$ cat src/rtl/rv_lsu.sv
// rv_lsu: RISC-V load/store unit. It takes one core request at a time,
// faults misaligned or illegal accesses locally, and otherwise runs one
// lane-aligned bus transaction. Load data is shifted down, truncated and
// sign- or zero-extended before it is returned.
module rv_lsu #(
   parameter int XLEN   = 32,
   parameter int ADDR_W = 32
) (
   input  logic              clk,
   input  logic              reset,
   input  logic              req_valid,
   output logic              req_ready,
   input  logic              req_store,
   input  logic [2:0]        req_funct3,
   input  logic [ADDR_W-1:0] req_addr,
   input  logic [XLEN-1:0]   req_wdata,
   output logic              rsp_valid,
   output logic [XLEN-1:0]   rsp_rdata,
   output logic              rsp_fault,
   output logic              mem_valid,
   input  logic              mem_ready,
   output logic              mem_we,
   output logic [ADDR_W-1:0] mem_addr,
   output logic [XLEN/8-1:0] mem_be,
   output logic [XLEN-1:0]   mem_wdata,
   input  logic              mem_rvalid,
   input  logic [XLEN-1:0]   mem_rdata
);

   localparam int NB    = XLEN / 8;
   localparam int OFF_W = $clog2(NB);

   typedef enum logic [1:0] {IDLE, ISSUE, WAIT, RESP} state_t;

   state_t              state_q, state_d;
   logic                store_q, store_d;
   logic [2:0]          funct3_q, funct3_d;
   logic [ADDR_W-1:0]   addr_q, addr_d;
   logic [XLEN-1:0]     wdata_q, wdata_d;
   logic                fault_q, fault_d;
   logic [XLEN-1:0]     rdata_q, rdata_d;

   logic                req_fault;
   logic [OFF_W-1:0]    off;
   logic [OFF_W+2:0]    shamt;
   logic [NB-1:0]       size_mask;
   logic [XLEN-1:0]     rshift;
   logic [XLEN-1:0]     load_data;

   // Byte offset inside the bus word and the matching bit shift.
   assign off   = addr_q[OFF_W-1:0];
   assign shamt = {off, 3'b000};

   // Classify the incoming request: misalignment, unsupported size, bad store size.
   always_comb begin
      req_fault = 1'b0;
      case (req_funct3)
         3'b001, 3'b101: req_fault = req_addr[0];
         3'b010:         req_fault = |req_addr[1:0];
         3'b110:         req_fault = (XLEN == 32) || (|req_addr[1:0]);
         3'b011:         req_fault = (XLEN == 32) || (|req_addr[2:0]);
         3'b111:         req_fault = 1'b1;
         default:        req_fault = 1'b0;
      endcase
      if (req_store && req_funct3[2]) begin
         req_fault = 1'b1;
      end
   end

   // Access-size byte mask before it is moved to the addressed lane.
   always_comb begin
      size_mask = '0;
      case (funct3_q[1:0])
         2'b00:   size_mask = NB'(1);
         2'b01:   size_mask = NB'(3);
         2'b10:   size_mask = NB'(15);
         default: size_mask = '1;
      endcase
   end

   // Bring the addressed bytes down to bit 0 and extend them to XLEN.
   always_comb begin
      rshift    = mem_rdata >> shamt;
      load_data = rshift;
      case (funct3_q)
         3'b000:  load_data = XLEN'($signed(rshift[7:0]));
         3'b100:  load_data = XLEN'(rshift[7:0]);
         3'b001:  load_data = XLEN'($signed(rshift[15:0]));
         3'b101:  load_data = XLEN'(rshift[15:0]);
         3'b010:  load_data = XLEN'($signed(rshift[31:0]));
         3'b110:  load_data = XLEN'(rshift[31:0]);
         default: load_data = rshift;
      endcase
   end

   // Next-state logic: accept in IDLE, hand-shake in ISSUE, collect data in WAIT.
   always_comb begin
      state_d  = state_q;
      store_d  = store_q;
      funct3_d = funct3_q;
      addr_d   = addr_q;
      wdata_d  = wdata_q;
      fault_d  = fault_q;
      rdata_d  = rdata_q;
      case (state_q)
         IDLE: begin
            if (req_valid) begin
               store_d  = req_store;
               funct3_d = req_funct3;
               addr_d   = req_addr;
               wdata_d  = req_wdata;
               fault_d  = req_fault;
               rdata_d  = '0;
               state_d  = req_fault ? RESP : ISSUE;
            end
         end
         ISSUE: begin
            if (mem_ready) begin
               state_d = store_q ? RESP : WAIT;
            end
         end
         WAIT: begin
            if (mem_rvalid) begin
               rdata_d = load_data;
               state_d = RESP;
            end
         end
         default: state_d = IDLE;
      endcase
   end

   // State and latched-request registers; reset abandons any request in flight.
   always_ff @(posedge clk or posedge reset) begin
      if (reset) begin
         state_q  <= IDLE;
         store_q  <= 1'b0;
         funct3_q <= 3'b000;
         addr_q   <= '0;
         wdata_q  <= '0;
         fault_q  <= 1'b0;
         rdata_q  <= '0;
      end else begin
         state_q  <= state_d;
         store_q  <= store_d;
         funct3_q <= funct3_d;
         addr_q   <= addr_d;
         wdata_q  <= wdata_d;
         fault_q  <= fault_d;
         rdata_q  <= rdata_d;
      end
   end

   // Outputs decode straight from the state so they are clean zeros elsewhere.
   always_comb begin
      req_ready = (state_q == IDLE) && !reset;
      rsp_valid = 1'b0;
      rsp_fault = 1'b0;
      rsp_rdata = '0;
      mem_valid = 1'b0;
      mem_we    = 1'b0;
      mem_addr  = '0;
      mem_be    = '0;
      mem_wdata = '0;
      if (state_q == RESP) begin
         rsp_valid = 1'b1;
         rsp_fault = fault_q;
         rsp_rdata = rdata_q;
      end
      if (state_q == ISSUE) begin
         mem_valid = 1'b1;
         mem_we    = store_q;
         mem_addr  = {addr_q[ADDR_W-1:OFF_W], {OFF_W{1'b0}}};
         mem_be    = size_mask << off;
         mem_wdata = wdata_q << shamt;
      end
   end

endmodule

$ cat config.mk
export PLATFORM = sky130hd
export DESIGN_NAME = rv_lsu
export DESIGN_NICKNAME = d
export VERILOG_FILES = /design/src/rtl/rv_lsu.sv
export SDC_FILE = /design/constraint.sdc
export NUM_CORES = 1
export LEC_CHECK = 0
export BUFFER_PORTS_ARGS = -buffer_cell sky130_fd_sc_hd__clkbuf_2
export CAP_MARGIN = 20
export CORE_ASPECT_RATIO = 0.8
export CORE_UTILIZATION = 40
export CTS_BUF_LIST = sky130_fd_sc_hd__clkbuf_8 sky130_fd_sc_hd__clkbuf_16
export DETAILED_ROUTE_END_ITERATION = 7
export PLACE_DENSITY = 0.73
export RECOVER_POWER = 100
export SYNTH_ARGS = -nofsm -noshare
export SYNTH_HDL_FRONTEND = slang
export SYNTH_SLANG_ARGS = --single-unit
$ cat constraint.sdc
create_clock -name clk -period 4.6 [get_ports clk]
set_input_delay 0.69 -clock clk [delete_from_list [all_inputs] [get_ports clk]]
set_output_delay 0.69 -clock clk [all_outputs]
set_load 0.02 [all_outputs]
Word-level counts from Yosys, hierarchy flattened
Index checks and enable logic that the tools add are counted.
- bits in registers: 103
- bits of input ports: 105
- output and inout port bits: 105
- word-level logic and storage cells: 60
- equal/unequal tests: 16
- shifts and indexed selects: 3
- mux-type cells: 21
- reductions and logical operators: 13
- operators with widths (kind ; number):
    two-way mux 32 bit ; 5
    one-hot mux 32 bit (4 select lines) ; 1
    one-hot mux 32 bit (2 select lines) ; 1
    << shifter 32 x 5 -> 32 bit ; 1
    >> shifter 32 x 5 -> 32 bit ; 1
    equality test 3 bit, second input constant ; 5
    two-way mux 2 bit ; 4
    one-hot mux 4 bit (2 select lines) ; 1
    equality test 3 x 1 -> 1 bit, second input constant ; 2
    equality test 3 x 2 -> 1 bit, second input constant ; 2
    two-way mux 1 bit ; 6
    != test 2 bit, second input constant ; 3
    one-hot mux 2 bit (3 select lines) ; 1
    AND reduction 3 bit ; 2
    equality test 2 x 1 -> 1 bit, second input constant ; 2
    equality test 2 bit, second input constant ; 2
    logical NOT 2 bit ; 2
    two-way mux 4 bit ; 1
    OR reduction 2 bit ; 2
    << shifter 4 x 2 -> 4 bit ; 1
    logical NOT 3 bit ; 1
    one-hot mux 1 bit (3 select lines) ; 1
    OR reduction 3 bit ; 1
    logical AND 1 bit ; 2
    other kinds (3) ; 3

Depth between registers and ports, before layout
- word-level depth: 7
- mapped depth: 7
- gate-level depth less buffers: 6

Worst setup path after synthesis
OpenSTA, ideal clock, no wires.
- path type: reg2out
- start: reg state_q[1]
- end: out mem_wdata[0]
- arrival time: 1.858 ns
- data required time: 3.910 ns
- slack: 2.052 ns
- stages on the path, launching flop included: 7
- buffers on the path: 1
- path through: dfrtp_1 -> inv_1 -> ha_1 -> nand2b_1 -> clkbuf_1 -> nor2_1 -> and2_1
- word-level cells in the longest chain between the ends: 2
- ends and longest elaborated chain (what ; RTL line ; source):
    start, declared ; 35 ; state_t state_q, state_d;
    start signal, assigned ; 143 ; state_q <= state_d;
    equality test 2 x 1 -> 1 bit ; 169 ; if (state_q == ISSUE) begin
    two-way mux 32 bit ; 169 ;
    end, declared ; 25 ; output logic [XLEN-1:0] mem_wdata,
No other way between the ends.

Final worst setup path
- start: reg state_q[0]
- end: reg addr_q[7]
- word-level cells in the longest chain between the ends: 2
- ends and longest elaborated chain (what ; RTL line ; source):
    logical NOT 2 bit ; 105 ; case (state_q)
    AND reduction 2 bit (no line) ; n/a ;
    end signal, assigned ; 146 ; addr_q <= addr_d;
    end, declared ; 38 ; logic [ADDR_W-1:0] addr_q, addr_d;
No other way between the ends.
A chain may end at the register's enable or synchronous reset.

==> results.ini <==
[run_status]
status=finished, violations left
violations=max-capacitance violations, max-slew violations

[place]
place_congestion=0.879
hpwl_um=10500
placed_cells=863
io_buffers=207

[synth]
async_reset_ff_share_pct=100
synth.top_cell.area_share_pct=46.5
mappedNetlistArea_um2=5540
yosysMostFrequentCell=dfrtp_1
synthCells=508
synth_seq_area_share_pct=46.5
avgSynthCellArea_um2=10.9
ys_ff_latch=103
synth_edf_count=0
synthFlopType=dfrtp_1
synthTopCellsByArea=dfrtp_1 46%, mux2_2 17%, and2_1 9.0%
yosys-top-cells-count=103 x dfrtp_1, 86 x mux2_2, 80 x and2_1
ys_types=36
synth_top_area_cell=dfrtp_1
yosysWarnings=0

[critical_path]
critPathArrivalTime_ps=4020
required_ps=4840
crit_start=state_q[0]
crit_chain=inv_1, ha_1, nand2_1, clkbuf_1, clkbuf_2, mux2_2
slowest_delay_ps=1090
path_class=reg2reg
cpMaxStageDelayCell=clkbuf_1
worstSetupStartpointType=flop
cp_max_fo=25
reg2reg_from=state_q[0]
cp-end-kind=flop
regToRegSetupSlack_ps=820
reg2reg_depth=6

[detailed_routing]
route.detailed.drc=0
ant_nets=0
vias=4563
drt_iter0_markers=213
avgRoutedWirePerCell_um=17.0
vias_per_cell=5.19
drt_wl_total_um=14900
drt_first_pass_iters=4

[floorplanning]
dieArea_um2=14300
core_area_um2=13600
io_pins=210
die_w_um=134
initial_utilization_pct=40.9
die_h_um=107
std_cell_rows=38

[global_routing]
grt_start_max_net_pins=66
grt_pass1_vias=4689
antenna_found_initial=0
overflow=0
grt_pass1_wl_um=23800
grt_util_all_layers_pct=21.5

[layout]
final_nets=804
fin_cells=880
final_layout_size_suffix_gt1_share_pct=39.7
fillers=1260
antenna_cells=0
area_growth_pct=24.5

[timing]
period_needed_ps=3780
finalSetupViolations=0
fin_setup_tns_ps=0
final_hold_viol_count=0
relSlewSlack_pct=-97.1
period_share_pct=82.1
slew_violations=180
fin_skew_ps=9.15
max_freq_mhz=265
worst_pin_slew_ps=2940
rsz0062_at_grt=false

[clocking]
post_cts_resized=0
cts_buffers=9
cts_setup_buffers=0
cts_hold_buf=0
clock_latency_ps=360
clock_sinks=103
cts_tree=yes
clk_pin_slew_ps=70
cts_root_buf=clkbuf_16
cts_buffer_depth=2
cts_htree_levels=3

[job]
maxCapViolations=3

[pwr]
ir_drop_v=0.000422
power_density_nw_per_um2=691
p_leak_nw=3.35

[min_path]
hold_depth=2
min_path_type=reg2reg
hold_start=rdata_q[15]

==> cell type report <==
| class | instances | area, µm² | share of cell area (%) |
|---|---|---|---|
| repair buffers | 213 | 1020 | 14.8 |
| clock buffers | 9 | 225 | 3.26 |
| multi-input cells | 363 | 2780 | 40.2 |
| clock inverters | 7 | 56.3 | 0.816 |
| inverters | 5 | 20.0 | 0.290 |
| well taps | 180 | 225 | 3.26 |
| flip-flops and latches | 103 | 2580 | 37.4 |
==> where the power goes <==
| group | switching, mW | internal [mW] | leakage (nW) | total, mW |
|---|---|---|---|---|
| sequential | 0.352 | 1.34 | 1.27 | 1.70 |
| combinational | 1.30 | 1.03 | 1.95 | 2.33 |
| clock | 0.372 | 0.373 | 0.130 | 0.746 |
==> logic make-up after synthesis <==
family | share of synthesized area [%]
and+or+nand+nor | 15.5
DFF | 46.5
adders and majority gates | 0.903
buffers and inverters | 3.29
AOI/OAI and AO/OA | 10.3
other | 0.0676
muxes | 23.5
==> routing by layer <==
metal	GRT usage [%]	vias up	part of all wire, %
met2	36.1	205	49
met3	7.72	12	9.4
met5	0	-	0
met4	6.25	0	1.1
li1	-	2141	-
met1	26.1	2205	41
==> registers in the layout (all words and copies together), names as in the netlist <==
register and flops:
wdata_q 32, store_q 1, funct3_q 3, rdata_q 32
addr_q 32, fault_q 1, state_q 2
==> cells in the final DEF, fill, tap and decap left out, drive strengths merged, types with 3 or more instances in the layout <==
cell type / n
nand2: 34
ha: 4
inv: 6
o21a: 3
nand3b: 7
dfrtp: 103
mux2i: 31
nand2b: 3
o21ai: 32
and2: 80
clkbuf: 221
a221o: 17
nor2: 22
o211a: 8
mux2: 86
clkinvlp: 4
a21oi: 17
==> worst paths after layout <==
path,end
min in group asynchronous,fault_q
max in group asynchronous,addr_q[16]
setup / recovery,addr_q[7]
setup reg to reg,addr_q[7]
hold reg to reg,rdata_q[15]
hold / removal,rdata_q[15]
==> critical path, delay by kind of cell (launching register included) <==
kind,cells,cell delay (ps)
buffers and inverters,3,1820
and+or+nand+nor,1,760
muxes,1,400
DFF,1,390
adders and majority gates,1,260
==> through the flow <==
step / area, µm² / util, % / hold slack (ps) / power, mW / worst slack (ps)
4_1_cts: 6970 / 51.4 / 481 / 4.84 / 1110
2_1_floorplan: 5550 / - / 442 / 3.38 / 1210
3_3_place_gp: 6690 / 49.4 / 458 / 3.98 / 1610
5_1_grt: 6900 / 50.9 / 507 / 5.11 / 489
6_report: 6900 / 50.9 / 479 / 4.77 / 823
3_5_place_dp: 6690 / 49.4 / 464 / 4.07 / 1530
Note: power is estimated with default switching activity, not from simulation.
